===== src/rtl/config_ctrl_if.sv =====
// config_ctrl_if: bus bundle between a configuration requester and config_ctrl.
// The master drives the request side; the controller (slave) drives the
// committed configuration and status back.
interface config_ctrl_if #(
    parameter int CFG_W = 35,
    parameter int KEY_W = 2
);
    logic             request;
    logic             confirm;
    logic [KEY_W-1:0] password;
    logic [KEY_W-1:0] syskey;
    logic [CFG_W-1:0] configin;
    logic [CFG_W-1:0] configout;
    logic             write_en;
    logic             auth_fail;
    logic             locked;
    logic [2:0]       dbg_state;

    modport master (
        output request, confirm, password, syskey, configin,
        input  configout, write_en, auth_fail, locked, dbg_state
    );

    modport slave (
        input  request, confirm, password, syskey, configin,
        output configout, write_en, auth_fail, locked, dbg_state
    );
endinterface


===== src/rtl/config_ctrl.sv =====
// config_ctrl: password-gated configuration register controller.
// A requester authenticates against the system key, a configuration word is
// captured into a shadow register, and it is committed to configout only after
// an explicit confirm (one-cycle write_en strobe). MAX_TRIES consecutive bad
// passwords lock the controller for LOCK_CYCLES clocks.
// Optional feature macro: CFG_CONFIRM_TIMEOUT_EN -- when defined, REQUEST is
// abandoned after CONFIRM_TIMEOUT clocks without confirm; when undefined the
// timeout counter is not built and REQUEST waits indefinitely.
module config_ctrl #(
    parameter int CFG_W           = 35,
    parameter int KEY_W           = 2,
    parameter int MAX_TRIES       = 3,
    parameter int LOCK_CYCLES     = 32,
    parameter int CONFIRM_TIMEOUT = 16
) (
    input  logic         clk,
    input  logic         arst,
    config_ctrl_if.slave bus
);

    typedef enum logic [2:0] {
        ST_IDLE    = 3'b000,
        ST_ACTIVE  = 3'b001,
        ST_REQUEST = 3'b010,
        ST_COMMIT  = 3'b011,
        ST_LOCKED  = 3'b100
    } state_t;

    localparam int FAIL_W = $clog2(MAX_TRIES + 1);
    localparam int LOCK_W = $clog2(LOCK_CYCLES + 1);
    localparam logic [FAIL_W-1:0] FAIL_MAX  = FAIL_W'(MAX_TRIES);
    localparam logic [LOCK_W-1:0] LOCK_LAST = LOCK_W'(LOCK_CYCLES - 1);

    // Parameters below 1 make the counters meaningless; reject at elaboration.
    if (MAX_TRIES < 1 || LOCK_CYCLES < 1 || CONFIRM_TIMEOUT < 1) begin : g_bad_param
        $error("config_ctrl: MAX_TRIES, LOCK_CYCLES and CONFIRM_TIMEOUT must be >= 1");
    end

    state_t             state_q, state_d;
    logic [FAIL_W-1:0]  fail_cnt_q, fail_cnt_d;
    logic [FAIL_W-1:0]  fail_inc_s;
    logic [LOCK_W-1:0]  lock_cnt_q, lock_cnt_d;
    logic [CFG_W-1:0]   shadow_q, shadow_d;
    logic [CFG_W-1:0]   configout_q, configout_d;
    logic               write_en_q, write_en_d;
    logic               auth_fail_q, auth_fail_d;
    logic               locked_q, locked_d;
`ifdef CFG_CONFIRM_TIMEOUT_EN
    localparam int TO_W = $clog2(CONFIRM_TIMEOUT + 1);
    localparam logic [TO_W-1:0] TO_LAST = TO_W'(CONFIRM_TIMEOUT - 1);
    logic [TO_W-1:0]    to_cnt_q, to_cnt_d;
`endif

    // fail_cnt stays below MAX_TRIES while in IDLE, so the increment cannot wrap.
    assign fail_inc_s = fail_cnt_q + {{(FAIL_W-1){1'b0}}, 1'b1};

    // Next-state, counter and output-register update logic.
    always_comb begin
        state_d     = state_q;
        fail_cnt_d  = fail_cnt_q;
        lock_cnt_d  = lock_cnt_q;
        shadow_d    = shadow_q;
        configout_d = configout_q;
        auth_fail_d = 1'b0;
`ifdef CFG_CONFIRM_TIMEOUT_EN
        to_cnt_d    = to_cnt_q;
`endif
        case (state_q)
            ST_IDLE: begin
                if (bus.request) begin
                    if (bus.password == bus.syskey) begin
                        state_d    = ST_ACTIVE;
                        fail_cnt_d = {FAIL_W{1'b0}};
                    end else begin
                        auth_fail_d = 1'b1;
                        fail_cnt_d  = fail_inc_s;
                        if (fail_inc_s == FAIL_MAX) begin
                            state_d    = ST_LOCKED;
                            lock_cnt_d = {LOCK_W{1'b0}};
                        end else begin
                            state_d = ST_IDLE;
                        end
                    end
                end else begin
                    state_d = ST_IDLE;
                end
            end
            ST_ACTIVE: begin
                if (bus.request) begin
                    state_d  = ST_REQUEST;
                    shadow_d = bus.configin;
`ifdef CFG_CONFIRM_TIMEOUT_EN
                    to_cnt_d = {TO_W{1'b0}};
`endif
                end else begin
                    state_d = ST_IDLE;
                end
            end
            ST_REQUEST: begin
                // Abort beats confirm; confirm beats the timeout.
                if (!bus.request) begin
                    state_d = ST_IDLE;
                end else if (bus.confirm) begin
                    state_d     = ST_COMMIT;
                    configout_d = shadow_q;
                end else begin
`ifdef CFG_CONFIRM_TIMEOUT_EN
                    if (to_cnt_q == TO_LAST) begin
                        state_d = ST_IDLE;
                    end else begin
                        to_cnt_d = to_cnt_q + {{(TO_W-1){1'b0}}, 1'b1};
                    end
`else
                    state_d = ST_REQUEST;
`endif
                end
            end
            ST_COMMIT: begin
                state_d = ST_ACTIVE;
            end
            ST_LOCKED: begin
                if (lock_cnt_q == LOCK_LAST) begin
                    state_d    = ST_IDLE;
                    fail_cnt_d = {FAIL_W{1'b0}};
                    lock_cnt_d = {LOCK_W{1'b0}};
                end else begin
                    lock_cnt_d = lock_cnt_q + {{(LOCK_W-1){1'b0}}, 1'b1};
                end
            end
            default: begin
                state_d = ST_IDLE;
            end
        endcase
        write_en_d = (state_d == ST_COMMIT);
        locked_d   = (state_d == ST_LOCKED);
    end

    // State, counters, shadow and registered outputs.
    always_ff @(posedge clk or negedge arst) begin
        if (!arst) begin
            state_q     <= ST_IDLE;
            fail_cnt_q  <= {FAIL_W{1'b0}};
            lock_cnt_q  <= {LOCK_W{1'b0}};
            shadow_q    <= {CFG_W{1'b0}};
            configout_q <= {CFG_W{1'b0}};
            write_en_q  <= 1'b0;
            auth_fail_q <= 1'b0;
            locked_q    <= 1'b0;
        end else begin
            state_q     <= state_d;
            fail_cnt_q  <= fail_cnt_d;
            lock_cnt_q  <= lock_cnt_d;
            shadow_q    <= shadow_d;
            configout_q <= configout_d;
            write_en_q  <= write_en_d;
            auth_fail_q <= auth_fail_d;
            locked_q    <= locked_d;
        end
    end

`ifdef CFG_CONFIRM_TIMEOUT_EN
    // Confirm-timeout counter, only present when the timeout is enabled.
    always_ff @(posedge clk or negedge arst) begin
        if (!arst) begin
            to_cnt_q <= {TO_W{1'b0}};
        end else begin
            to_cnt_q <= to_cnt_d;
        end
    end
`endif

    assign bus.configout = configout_q;
    assign bus.write_en  = write_en_q;
    assign bus.auth_fail = auth_fail_q;
    assign bus.locked    = locked_q;
    assign bus.dbg_state = state_q;

endmodule


===== src/flat_wrapper.sv =====
// flat-port wrapper written by rule: the top's interface ports become plain ports
module config_ctrl_flat 
#(
    parameter int CFG_W           = 35,
    parameter int KEY_W           = 2,
    parameter int MAX_TRIES       = 3,
    parameter int LOCK_CYCLES     = 32,
    parameter int CONFIRM_TIMEOUT = 16
)
  (clk, arst, bus_request, bus_confirm, bus_password, bus_syskey, bus_configin, bus_configout, bus_write_en, bus_auth_fail, bus_locked, bus_dbg_state);
  config_ctrl_if #(.CFG_W(CFG_W), .KEY_W(KEY_W)) bus_i ();
  input  logic clk;
  input  logic arst;
  input wire logic [$bits(bus_i.request)-1:0] bus_request;
  input wire logic [$bits(bus_i.confirm)-1:0] bus_confirm;
  input wire logic [$bits(bus_i.password)-1:0] bus_password;
  input wire logic [$bits(bus_i.syskey)-1:0] bus_syskey;
  input wire logic [$bits(bus_i.configin)-1:0] bus_configin;
  output wire logic [$bits(bus_i.configout)-1:0] bus_configout;
  output wire logic [$bits(bus_i.write_en)-1:0] bus_write_en;
  output wire logic [$bits(bus_i.auth_fail)-1:0] bus_auth_fail;
  output wire logic [$bits(bus_i.locked)-1:0] bus_locked;
  output wire logic [$bits(bus_i.dbg_state)-1:0] bus_dbg_state;
  assign bus_i.request = bus_request;
  assign bus_i.confirm = bus_confirm;
  assign bus_i.password = bus_password;
  assign bus_i.syskey = bus_syskey;
  assign bus_i.configin = bus_configin;
  assign bus_configout = bus_i.configout;
  assign bus_write_en = bus_i.write_en;
  assign bus_auth_fail = bus_i.auth_fail;
  assign bus_locked = bus_i.locked;
  assign bus_dbg_state = bus_i.dbg_state;
  config_ctrl #(.CFG_W(CFG_W), .KEY_W(KEY_W), .MAX_TRIES(MAX_TRIES), .LOCK_CYCLES(LOCK_CYCLES), .CONFIRM_TIMEOUT(CONFIRM_TIMEOUT)) u_core (.clk(clk), .arst(arst), .bus(bus_i));
endmodule

===== config.mk =====
export PLATFORM = sky130hd
export DESIGN_NAME = config_ctrl_flat
export DESIGN_NICKNAME = d
export VERILOG_FILES = /design/src/rtl/config_ctrl_if.sv /design/src/rtl/config_ctrl.sv /design/src/flat_wrapper.sv
export SDC_FILE = /design/constraint.sdc
export NUM_CORES = 1
export LEC_CHECK = 0
export ABC_AREA = 1
export BUFFER_PORTS_ARGS = -buffer_cell sky130_fd_sc_hd__buf_2
export CORE_ASPECT_RATIO = 1.4
export CORE_MARGIN = 5
export CORE_UTILIZATION = 53
export CTS_CLUSTER_DIAMETER = 100
export DETAILED_ROUTE_END_ITERATION = 16
export GPL_ROUTABILITY_DRIVEN = 0
export PLACE_DENSITY = 0.79
export SETUP_SLACK_MARGIN = 0.15
export SYNTH_ARGS = -nofsm -noshare
export SYNTH_HDL_FRONTEND = slang
export SYNTH_SLANG_ARGS = --single-unit

===== constraint.sdc =====
create_clock -name clk -period 1.7 [get_ports clk]
set_input_delay 0.255 -clock clk [delete_from_list [all_inputs] [get_ports clk]]
set_output_delay 0.255 -clock clk [all_outputs]
set_load 0.05 [all_outputs]

; Word level (Yosys, flattened, before mapping)
; Index checks and enable logic that the tools add are counted.
[word_totals]
wordCells = 49
input_bits = 43
regBits = 84
out_inout_bits = 41
[classes]
eq_ne = 13
n_reduce_logical = 6
n_addsub = 2
muxes = 20
[op_table]
columns = cell, n
row1 = 6-bit two-way mux, 4
row2 = 3-bit two-way mux, 5
row3 = 3-bit one-hot mux with 5 select lines, 1
row4 = 6-bit one-hot mux with 2 select lines, 1
row5 = "3-bit by 2-bit equality test with 1-bit output, second input constant", 3
row6 = 2-bit two-way mux, 4
row7 = "6-bit by 1-bit adder with 6-bit output, second input constant", 1
row8 = "3-bit equality test, second input constant", 2
row9 = "6-bit by 5-bit equality test with 1-bit output, second input constant", 1
row10 = 3-bit AND reduction, 2
row11 = 1-bit two-way mux, 4
row12 = "2-bit by 1-bit != test with 1-bit output, second input constant", 2
row13 = "2-bit != test, second input constant", 2
row14 = 2-bit one-hot mux with 2 select lines, 1
row15 = 4-bit AND reduction, 1
row16 = "3-bit by 1-bit equality test with 1-bit output, second input constant", 1
row17 = 3-bit zero test, 1
row18 = "2-bit by 1-bit adder with 2-bit output, second input constant", 1
row19 = 2-bit equality test, 1
row20 = "2-bit equality test, second input constant", 1
row21 = 2-bit AND reduction, 1
row22 = 2-bit nonzero test, 1

; Depth between registers and ports, before layout
; Gate-level depths: netlist (run 1).
[depth]
ltp_word = 7
depth_mapped = 7

; Worst setup path after synthesis (run 1)
; Ideal clock, no wire load.
[synth_path]
kind = register to register
start = register u_core.state_q[1], in the netlist u_core.bus.dbg_state[1]
end = register u_core.configout_q[16], in the netlist u_core.bus.configout[16]
n_path_buf = 2
required_ns = 1.580
setup_slack_ns = 0.094
synth_period_minus_slack_ns = 1.606
t_arrival_ns = 1.486
path_stages_with_launch = 8
cell_sequence = dfrtp_1 inv_1 nor3_2 nand3_2 buf_6 buf_6 nand2_1 o21ai_2
[synth_between]
elab_chain_len = 2
[synth_lines]
columns = element, line
row1 = "start, declared", config_ctrl.sv:39  ; state_t state_q, state_d;
row2 = "start signal, assigned", config_ctrl.sv:150  ; state_q <= state_d;
row3 = 3-bit by 2-bit equality test with 1-bit output, config_ctrl.sv:68  ; case (state_q)
row4 = 3-bit AND reduction (no line), -
row5 = "end signal, assigned", config_ctrl.sv:145  ; configout_q <= {CFG_W{1'b0}};
row6 = "end signal, assigned", config_ctrl.sv:154  ; configout_q <= configout_d;
row7 = "end, declared", config_ctrl.sv:44  ; logic [CFG_W-1:0] configout_q, configout_d;
; Every way passes these cells.
; A chain may end at the register's enable or synchronous reset.

; Worst setup path after layout (run 1)
[layout_path]
start = register u_core.state_q[1], in the netlist u_core.bus.dbg_state[1]
end = register u_core.lock_cnt_q[4]
[layout_between]
elab_chain_len = 3
[layout_lines]
columns = element, line
row1 = 3-bit zero test / 3-bit equality test (equally long branches), config_ctrl.sv:68
row2 = "2-bit != test (no line), or another cell as far along", -
row3 = 4-bit AND reduction (no line), -
row4 = "end signal, assigned", config_ctrl.sv:143  ; lock_cnt_q <= {LOCK_W{1'b0}};
row5 = "end signal, assigned", config_ctrl.sv:152  ; lock_cnt_q <= lock_cnt_d;
row6 = "end, declared", config_ctrl.sv:42  ; logic [LOCK_W-1:0] lock_cnt_q, lock_cnt_d;
; Several ways; a longest one is shown, not always the timed one.

==> run summary, run 1 <==
- finished clean — outcome
- 11.9 mm — global-route wire length before repair
- 9 — number of buffers created by CTS
- 373 — number of instances in the synthesized netlist
- 6 — Worst Path Max Fanout
- reg2reg — type of the worst setup path
- 0.43 ns — largest stage delay on the critical path
- 1.68 ns — Worst Path Arrival
- 0 — number of hold violations in the final report
- 0 — count of pins over their slew limit
- 0 — initial antenna violation count
- 3 — H-Tree Level Count
- 0.443 ns — worst slew pin tran
- 2.38 nW — Leak Pwr
- 85 — largest net degree at the start of global routing
- 115 x nand2_1, 83 x dfrtp_1, 82 x buf_2, 50 x inv_1, 27 x o21ai_0 — most frequent cells in the layout
- 43.1% — sequential share of power
- 0 — sum of overflow across all layers after global routing
- 61.4% — area share of the largest cell type after synthesis
- 83 — Port-buffer cells
- flop — startpoint type of the worst setup path
- nand2_1 — CP dominant cell by count
- 0.00427 ns — setup clock skew after layout
- in2reg — Min-Delay Path Class
- 3.14 mW — net load switching power
- 70.4% — Max-Slew Margin vs Limit
- 2 — Max Buffers Root-to-Sink
- 2695 — via count of the first global-routing pass
- 6.81 mm — Routed WL
- 1.45 ns — post-route minimum period
- 1040 um2 — footprint of the multi-input gates
- 0.277 ns — pre-CTS WS
- 22 — synth unique cells
- 12.7 um — Avg WL per Cell
- 1800 nW/um2 — power density over the cells
- 9.18 um2 — Post-Synthesis Mean Instance Area
- 34 — number of standard-cell rows in the floorplan
- 0 — number of remaining DRC errors
- 3420 um2 — post-synthesis instance area
- 4 — First-pass DRT Iterations
- 520 — count of placed standard cells including taps
- 18.8% — relative contribution of the clock network to total power
- 77.9 um — die width
- 505 — Net count, final
- dfrtp_2 — slowest cell on the critical path
- 0.33 ns — clock latency of the later-clocked register in the worst-skew pair
- 536 — final standard cell count with taps included and fillers excluded
- 418 — Mapped Nets
- 105 um — die outline height
- 4130 um2 — Finished Cell Area
- 0 — setup fix buffers added after clock tree synthesis
- 66.0% — final design utilization
- 1.93 ns — data required time of the worst path
- 85.3% — Final period util
- 4.30 mW — Internal Pwr Total
- 0 — count of nets left with antenna violations after detail routing
- false — unrepaired setup endpoints after global routing
- 690 MHz — fmax
- 0 — ANT cells
- 0 — MaxCap Viol Count
- 0.250 ns — minimum setup slack in the final design
- 42.2% — Sw Share
- 6250 um2 — core outline area
- inv_1 > nand2_1 > a21oi_1 > nand3_1 > nand2_1 > nand2_1 — critical-path cell list
- 0 — warnings from Yosys
- 84 — top-level I/O count
- flop — nature of the critical path endpoint
- 8190 um2 — DIE AREA
- 61.4% — sequential-to-total area share from yosys stat
- 84 — clk sinks
- 119 — DR iter-0 viols
- 0 — count of final setup violators
- 2100 um2 — Register Area
- dfrtp_1 61%, nand2_1 13%, inv_1 5.5% — top cells by area in the synthesized netlist
- 38.0% — combinational power share
- 3910 um2 — post-detailed-placement cell area
- 525 — # fillers
- 2604 — total vias in the final route
- 0 ns — final setup TNS
- 84 — register bit count reported by yosys
- 17.9% — Overall Global Routing Usage
- done — TritonCTS clock tree
- 54.7% — initial core utilization
- dfrtp_1 — top cell type by total area after synthesis
- 4.86 — average via count per standard cell
- 20.6% — layout overhead on the synthesized area
- 26.5% — layout cells sized above 1
- clkbuf_8 — library cell used as clock root buffer
- nand2_1 — most common cell after layout, fill and taps aside
- 0.08 ns — CTS clock-pin slew for the worst setup and hold paths
- 4.90 mm — Detailed Place HPWL
- 0.000854 V — IR drop worst, VDD
power by group through the flow:
stage | sequential, mW | clock (mW) | combinational, mW
6_report | 3.21 | 1.40 | 2.83
5_1_grt | 3.31 | 1.52 | 3.12
4_1_cts | 3.22 | 1.44 | 2.87
3_5_place_dp | 3.25 | 0 | 2.86
3_3_place_gp | 3.21 | 0 | 2.76
2_1_floorplan | 4.31 | 0 | 1.01
Yosys cell counts (all sizes together):
cell type  number
nor3            1
nand3b          1
o211ai          1
nand4           4
or2             2
o21ai          39
inv            51
buf            10
a21oi          23
ha              2
nand2         115
nand3           9
dfrtp          84
clkbuf          4
nor2           25
o22ai           2
worst max-delay path, delay by kind of cell, from the launching register on:
family,cells,cell delay [ns]
compound gates,1,0.21
buf+inv,1,0.12
flops,1,0.43
simple gates,4,0.59
what timing repair did:
item                       CTS  global route
hold buffers                 1             0
hold endpoints to repair    84             0
setup endpoints to repair    0             3
gates resized for setup      0             1
registers in the layout, summed over array words and instances, names as in the netlist:
name,count
u_core.bus.configout,35
u_core.bus.dbg_state,3
u_core.shadow_q,35
u_core.bus.auth_fail,1
u_core.lock_cnt_q,6
u_core.fail_cnt_q,2
u_core.bus.write_en,1
u_core.bus.locked,1
metrics by stage:
step | hold slack (ns) | total power [mW]
2_1_floorplan | -0.0406 | 5.32
4_1_cts | 0.140 | 7.53
3_3_place_gp | 0.317 | 5.97
6_report | 0.160 | 7.44
5_1_grt | 0.144 | 7.95
3_5_place_dp | 0.319 | 6.11
logic make-up after synthesis:
| group | share of synthesized area, % |
|---|---|
| AO/OA/AOI/OAI | 11.0 |
| adder cells (fa/ha/maj) | 0.731 |
| buffers and inverters | 8.30 |
| flip-flops | 61.4 |
| AND/OR/NAND/NOR | 18.6 |
layout make-up:
| class | instances | share of cell area (%) |
|---|---|---|
| Inverter | 51 | 4.64 |
| Sequential cell | 84 | 51.0 |
| Clock inverter | 4 | 1.18 |
| Tap cell | 72 | 2.18 |
| Multi-Input combinational cell | 224 | 25.3 |
| Timing Repair Buffer | 90 | 12.1 |
| Clock buffer | 11 | 3.67 |
routing by layer:
metal	wire, um	vias to the layer above	share of wire (%)	GRT usage (%)
li1	-	1327	-	-
met1	2790	1195	41	21.3
met2	3470	76	51	30.2
met3	445	6	6.5	4.56
met4	105	0	1.5	7.73
met5	0	-	0	0
path summary, 6_finish.rpt:
path / slack (ns) / end / from / depth (start not counted)
setup / recovery: 0.25 / u_core.lock_cnt_q[4]$_DFFE_PN0P_ / u_core.bus.dbg_state[1]$_DFF_PN0_ / 6
min in group asynchronous: 0.47 / u_core.shadow_q[9]$_DFFE_PN0P_ / arst / 3
setup reg to reg: 0.25 / u_core.lock_cnt_q[4]$_DFFE_PN0P_ / u_core.bus.dbg_state[1]$_DFF_PN0_ / 6
hold / removal: 0.16 / u_core.shadow_q[25]$_DFFE_PN0P_ / bus_configin[25] / 3
max in group asynchronous: 0.84 / u_core.bus.dbg_state[1]$_DFF_PN0_ / arst / 3
hold reg to reg: 0.47 / u_core.bus.configout[21]$_DFFE_PN0P_ / u_core.shadow_q[21]$_DFFE_PN0P_ / 2
No activity file was read; power rests on OpenSTA's default activity.
==> inputs of run 2 (changes only) <==
PLACE_DENSITY = 0.77   (was 0.79)
==> run summary, run 2 (synthesis results as in run 1) <==
- 84 — top-level I/O count, unchanged
- 5 — Reg2Reg Depth, -1
- 0.00876 ns — setup clock skew after layout, +0.00450 ns
- 77.9 um — die width, unchanged
- 0 — ANT cells, unchanged
- 0.46 ns — largest stage delay on the critical path, +0.03 ns
- 105 um — die outline height, unchanged
- 9 — number of buffers created by CTS, unchanged
- in2reg — Min-Delay Path Class
- 541 — # fillers, +3.0%
- 115 x nand2_1, 83 x dfrtp_1, 82 x buf_2, 50 x inv_1, 27 x o21ai_0 — most frequent cells in the layout
- reg2reg — type of the worst setup path
- 20.5% — layout overhead on the synthesized area, about the same
- 41 — largest net degree at the start of global routing, -52%
- 3 — H-Tree Level Count, unchanged
- clkbuf_8 — library cell used as clock root buffer
- flop — nature of the critical path endpoint
- 0 — MaxCap Viol Count, unchanged
- 0 — count of pins over their slew limit, unchanged
- 0 — number of hold violations in the final report, unchanged
- 0 — sum of overflow across all layers after global routing, unchanged
- 38 — Worst Path Max Fanout, +32
- 1.61 ns — Worst Path Arrival, -0.07 ns
- 3.17 mW — net load switching power, +1.1%
- 0 — number of remaining DRC errors, unchanged
- 42.6% — Sw Share, +0.43 points
- 4.93 — average via count per standard cell, +1.5%
- 34 — number of standard-cell rows in the floorplan, unchanged
- flop — startpoint type of the worst setup path
- 0.410 ns — worst slew pin tran, -0.0335 ns
- 2 — Max Buffers Root-to-Sink, unchanged
- 18.5% — relative contribution of the clock network to total power, -0.3 points
- u_core.bus.dbg_state[0]$_DFF_PN0_ — source of the critical timing path
- u_core.bus.configout[11]$_DFFE_PN0P_ — reg2reg end
- 506 — Net count, final, +0.20%
- 2100 um2 — Register Area, unchanged
- 82.6% — Final period util, -2.7 points
- 713 MHz — fmax, +3.3%
- 6250 um2 — core outline area, unchanged
- 0.000828 V — IR drop worst, VDD, -3.1%
- 0.34 ns — clock latency of the later-clocked register in the worst-skew pair, about the same
- u_core.bus.dbg_state[0]$_DFF_PN0_ — source of the worst register-to-register timing path
- nand2_1 — most common cell after layout, fill and taps aside
- 13.1 um — Avg WL per Cell, +3.0%
- 26.6% — layout cells sized above 1, +0.10 points
- 521 — count of placed standard cells including taps, +0.19%
- 1050 um2 — footprint of the multi-input gates, +0.60%
- 538 — final standard cell count with taps included and fillers excluded, +0.37%
- 1.91 ns — data required time of the worst path, -0.02 ns
- 43.2% — sequential share of power, about the same
- 1.40 ns — post-route minimum period, -0.0463 ns
- 6 — First-pass DRT Iterations, +2
- 83 — Port-buffer cells, unchanged
- 0 ns — final setup TNS, unchanged
- 7.04 mm — Routed WL, +3.3%
- 1810 nW/um2 — power density over the cells, +0.16%
- 2681 — via count of the first global-routing pass, -0.52%
- done — TritonCTS clock tree
- 100 — DR iter-0 viols, -16%
- 38.3% — combinational power share, +0.3 points
- 2.36 nW — Leak Pwr, -0.68%
- 5.18 mm — Detailed Place HPWL, +5.6%
- 12.2 mm — global-route wire length before repair, +2.4%
- 18.2% — Overall Global Routing Usage, +0.35 points
- 0.296 ns — minimum setup slack in the final design, +0.0463 ns
- 8190 um2 — DIE AREA, unchanged
- 0.260 ns — pre-CTS WS, -0.0174 ns
- false — unrepaired setup endpoints after global routing
- 72.7% — Max-Slew Margin vs Limit, +2.2 points
- 0.30 ns — worst setup slack for register-to-register paths, +0.05 ns
- nor3_2 > nand3_2 > buf_4 > nand2_1 > o21ai_0 — critical-path cell list
- u_core.bus.configout[11]$_DFFE_PN0P_ — timing endpoint of the critical path
- finished clean — outcome
- dfrtp_1 — slowest cell on the critical path
- 0 — count of nets left with antenna violations after detail routing, unchanged
- 84 — clk sinks, unchanged
- 2653 — total vias in the final route, +1.9%
- 4.27 mW — Internal Pwr Total, -0.65%
- 0 — count of final setup violators, unchanged
- 0 — initial antenna violation count, unchanged
- 0.08 ns — CTS clock-pin slew for the worst setup and hold paths, about the same
- 54.7% — initial core utilization, unchanged
==> run 2: worst min-delay path by stage <==
stage / startpoint / to / slack, ns / depth (start not counted)
6_report: bus_configin[26] / u_core.shadow_q[26]$_DFFE_PN0P_ / 0.15 / 3
5_1_grt: bus_configin[24] / u_core.shadow_q[24]$_DFFE_PN0P_ / 0.14 / 3
4_1_cts: bus_configin[21] / u_core.shadow_q[21]$_DFFE_PN0P_ / 0.14 / 3
3_5_place_dp: arst / u_core.shadow_q[8]$_DFFE_PN0P_ / 0.21 / 1
3_3_place_gp: arst / u_core.shadow_q[8]$_DFFE_PN0P_ / 0.21 / 1
2_1_floorplan: arst / u_core.bus.auth_fail$_DFF_PN0_ / -0.04 / 0
==> run 2: power groups by stage <==
stage / Sequential, mW / Clock [mW] / Combinational [mW]
2_1_floorplan: 4.31 / 0 / 1.01
3_3_place_gp: 3.22 / 0 / 2.78
3_5_place_dp: 3.25 / 0 / 2.88
4_1_cts: 3.22 / 1.42 / 2.89
5_1_grt: 3.31 / 1.50 / 3.13
6_report: 3.22 / 1.38 / 2.85
==> run 2: cell type report <==
class	instances	area share (%)
Clock inverter	4	1.18
Multi-Input combinational cell	224	25.5
Sequential cell	84	51.0
Timing Repair Buffer	91	12.0
Clock buffer	12	3.52
Tap cell	72	2.18
Inverter	51	4.70
==> run 2: metal layers <==
layer / track usage (%) / routed length [um]
met1: 23.9 / 2950
met2: 29.1 / 3520
met4: 7.85 / 121
met3: 3.96 / 448
met5: 0 / 0
==> run 2: critical path, delay by kind of cell, from the launching register on <==
kind	cells	cell delay (ns)
flops	1	0.46
simple gates	3	0.43
buf+inv	1	0.27
compound gates	1	0.10
==> run 2: metrics by stage <==
stage / power (mW) / instance area [um2] / hold WS (ns) / utilization, %
floorplan: 5.32 / 3420 / -0.0406 / -
global placement: 6.00 / 3910 / 0.210 / 62.6
detailed placement: 6.13 / 3910 / 0.209 / 62.6
CTS: 7.52 / 4120 / 0.142 / 65.8
global route: 7.94 / 4130 / 0.138 / 66.0
finish: 7.45 / 4130 / 0.151 / 66.0
==> run 2: timing repair <==
item | in CTS | in global routing
gates resized for setup | 0 | 3
endpoints found under the setup margin | 0 | 4
buffers inserted | 0 | 0
hold buffers | 1 | 0
endpoints found under the hold margin | 28 | 0
==> inputs of run 3 (changes only) <==
CORE_UTILIZATION = 48   (was 53)
PLACE_DENSITY = 0.74   (was 0.77)
clock period = 1.24 ns   (was 1.7 ns; I/O delays follow)
==> run summary, run 3 (synthesis results as in run 1) <==
- finished, violations left — outcome
- setup timing — failing checks
- 556 — Net count, final, +9.9%
- 81 — count of final setup violators, +81
- in2reg — Min-Delay Path Class
- 0.36 ns — clock latency of the later-clocked register in the worst-skew pair, +0.02 ns
- 85 — largest net degree at the start of global routing, +110%
- reg2reg — type of the worst setup path
- 84 — top-level I/O count, unchanged
- 0 — number of remaining DRC errors, unchanged
- nand2_1 — most common cell after layout, fill and taps aside
- 0 — MaxCap Viol Count, unchanged
- 130 — DR iter-0 viols, +30%
- dfrtp_2 — slowest cell on the critical path
- 69.6% — Max-Slew Margin vs Limit, -3.1 points
- 6 — Worst Path Max Fanout, -84%
- 0.457 ns — worst slew pin tran, +0.0467 ns
- 110 um — die outline height, +4.6%
- 5.15 mm — Detailed Place HPWL, -0.61%
- 10.1 mm — Routed WL, +44%
- 81.4 um — die width, +4.4%
- 36 — number of standard-cell rows in the floorplan, +5.9%
- flop — startpoint type of the worst setup path
- 3072 — total vias in the final route, +16%
- 6980 um2 — core outline area, +12%
- 83 — Port-buffer cells, unchanged
- 3112 — via count of the first global-routing pass, +16%
- 1.50 ns — data required time of the worst path, -0.41 ns
- 110% — Final period util, +28 points
- 2290 nW/um2 — power density over the cells, +27%
- 730 MHz — fmax, +2.5%
- 0.0101 ns — setup clock skew after layout, +0.00136 ns
- buffers and inverters — family of cells with the greatest summed delay on the critical path
- 3 — H-Tree Level Count, unchanged
- 9 — number of buffers created by CTS, unchanged
- 49.0% — initial core utilization, -5.7 points
- flop — nature of the critical path endpoint
- 0.44 ns — largest stage delay on the critical path, -0.02 ns
- 50.2% — layout cells sized above 1, +24 points
- 0 — sum of overflow across all layers after global routing, unchanged
- -5.38 ns — final setup TNS, -5.38 ns
- done — TritonCTS clock tree
- 0.08 ns — CTS clock-pin slew for the worst setup and hold paths, about the same
- 0 — count of nets left with antenna violations after detail routing, unchanged
- 59.9% — layout overhead on the synthesized area
- 0 — initial antenna violation count, unchanged
- 2 — Max Buffers Root-to-Sink, unchanged
- 0 — ANT cells, unchanged
- 1.37 ns — post-route minimum period, -0.0341 ns
- 2.82 nW — Leak Pwr, +19%
- 84 — clk sinks, unchanged
- true — unrepaired setup endpoints after global routing
- 14.7 mm — global-route wire length before repair, +21%
- 8940 um2 — DIE AREA, +9.2%
- 4 — First-pass DRT Iterations, -2
- buf_6 > inv_4 > nand4_4 > buf_12 > buf_16 > nor2_4 > a21oi_2 — critical-path cell list
- 1.63 ns — Worst Path Arrival, +0.02 ns
- 5.03 — average via count per standard cell, +2.0%
- 4 — CP bufs+invs, +3
- clkbuf_8 — library cell used as clock root buffer
- 16.5 um — Avg WL per Cell, +27%
- 0.00131 V — IR drop worst, VDD, +58%
- -0.129 ns — minimum setup slack in the final design, -0.426 ns
- 87 x nand2_1, 81 x dfrtp_1, 48 x inv_1, 47 x buf_6, 41 x buf_2 — most frequent cells in the layout
- 22.2% — Overall Global Routing Usage, +4.0 points
- 12.5 mW — total power, +68%
- 0 — count of pins over their slew limit, unchanged
- 0 — number of hold violations in the final report, unchanged
==> run 3: timing repair <==
item                       4_1_cts  5_1_grt
setup endpoints to repair      124      125
gates cloned                     5        3
hold buffers                     1        0
hold endpoints to repair        84        0
resized for setup              193       47
buffers inserted                20       12
pin swaps                        5        7
==> run 3: per-stage QoR <==
step	instance area (um2)	hold slack (ns)	util (%)	setup slack, ns	instances
floorplan	3460	-0.110	-	-0.177	373
global placement	4040	0.249	57.9	-0.103	554
detailed placement	4040	0.250	57.9	-0.119	554
CTS	5170	0.0431	74.1	-0.0752	596
global route	5470	0.0558	78.4	-0.183	611
finish	5470	0.0483	78.4	-0.129	611
==> run 3: area by class of cell <==
type	count	area [um2]
Timing Repair Buffer	141	1360
Clock inverter	2	16.3
Clock buffer	14	183
Tap cell	95	119
Fill cell	415	1510
Inverter	51	198
Multi-Input combinational cell	224	1500
Sequential cell	84	2110
==> run 3: routing by layer <==
metal | global-route usage (%) | vias to the layer above | part of all wire [%]
li1 | - | 1438 | -
met5 | 0 | - | 0
met3 | 3.93 | 32 | 3.3
met2 | 40.4 | 87 | 57
met4 | 12.3 | 0 | 3.8
met1 | 23.7 | 1515 | 36
==> run 3: worst paths after layout <==
check | start | endpoint | slack (ns) | cells past startpoint
worst max register to register | u_core.bus.dbg_state[2]$_DFF_PN0_ | u_core.shadow_q[7]$_DFFE_PN0P_ | -0.13 | 7
min in group asynchronous | arst | u_core.bus.configout[30]$_DFFE_PN0P_ | 0.37 | 3
worst max-delay path | u_core.bus.dbg_state[2]$_DFF_PN0_ | u_core.shadow_q[7]$_DFFE_PN0P_ | -0.13 | 7
max in group asynchronous | arst | u_core.bus.locked$_DFF_PN0_ | 0.48 | 3
worst min register to register | u_core.shadow_q[23]$_DFFE_PN0P_ | u_core.bus.configout[23]$_DFFE_PN0P_ | 0.48 | 2
worst min-delay path | bus_configin[21] | u_core.shadow_q[21]$_DFFE_PN0P_ | 0.05 | 3
==> run 3: power breakdown <==
group / internal (mW) / switching [mW] / leakage [nW]
Clock: 0.952 / 0.969 / 0.0989
Sequential: 3.85 / 0.811 / 1.04
Combinational: 2.49 / 3.48 / 1.67
Total: 7.28 / 5.26 / 2.82
==> run 3: worst min-delay path, cell delays in order <==
cell and delay [ns]:
buf_2 0.09, inv_1 0.04, o21ai_1 0.06
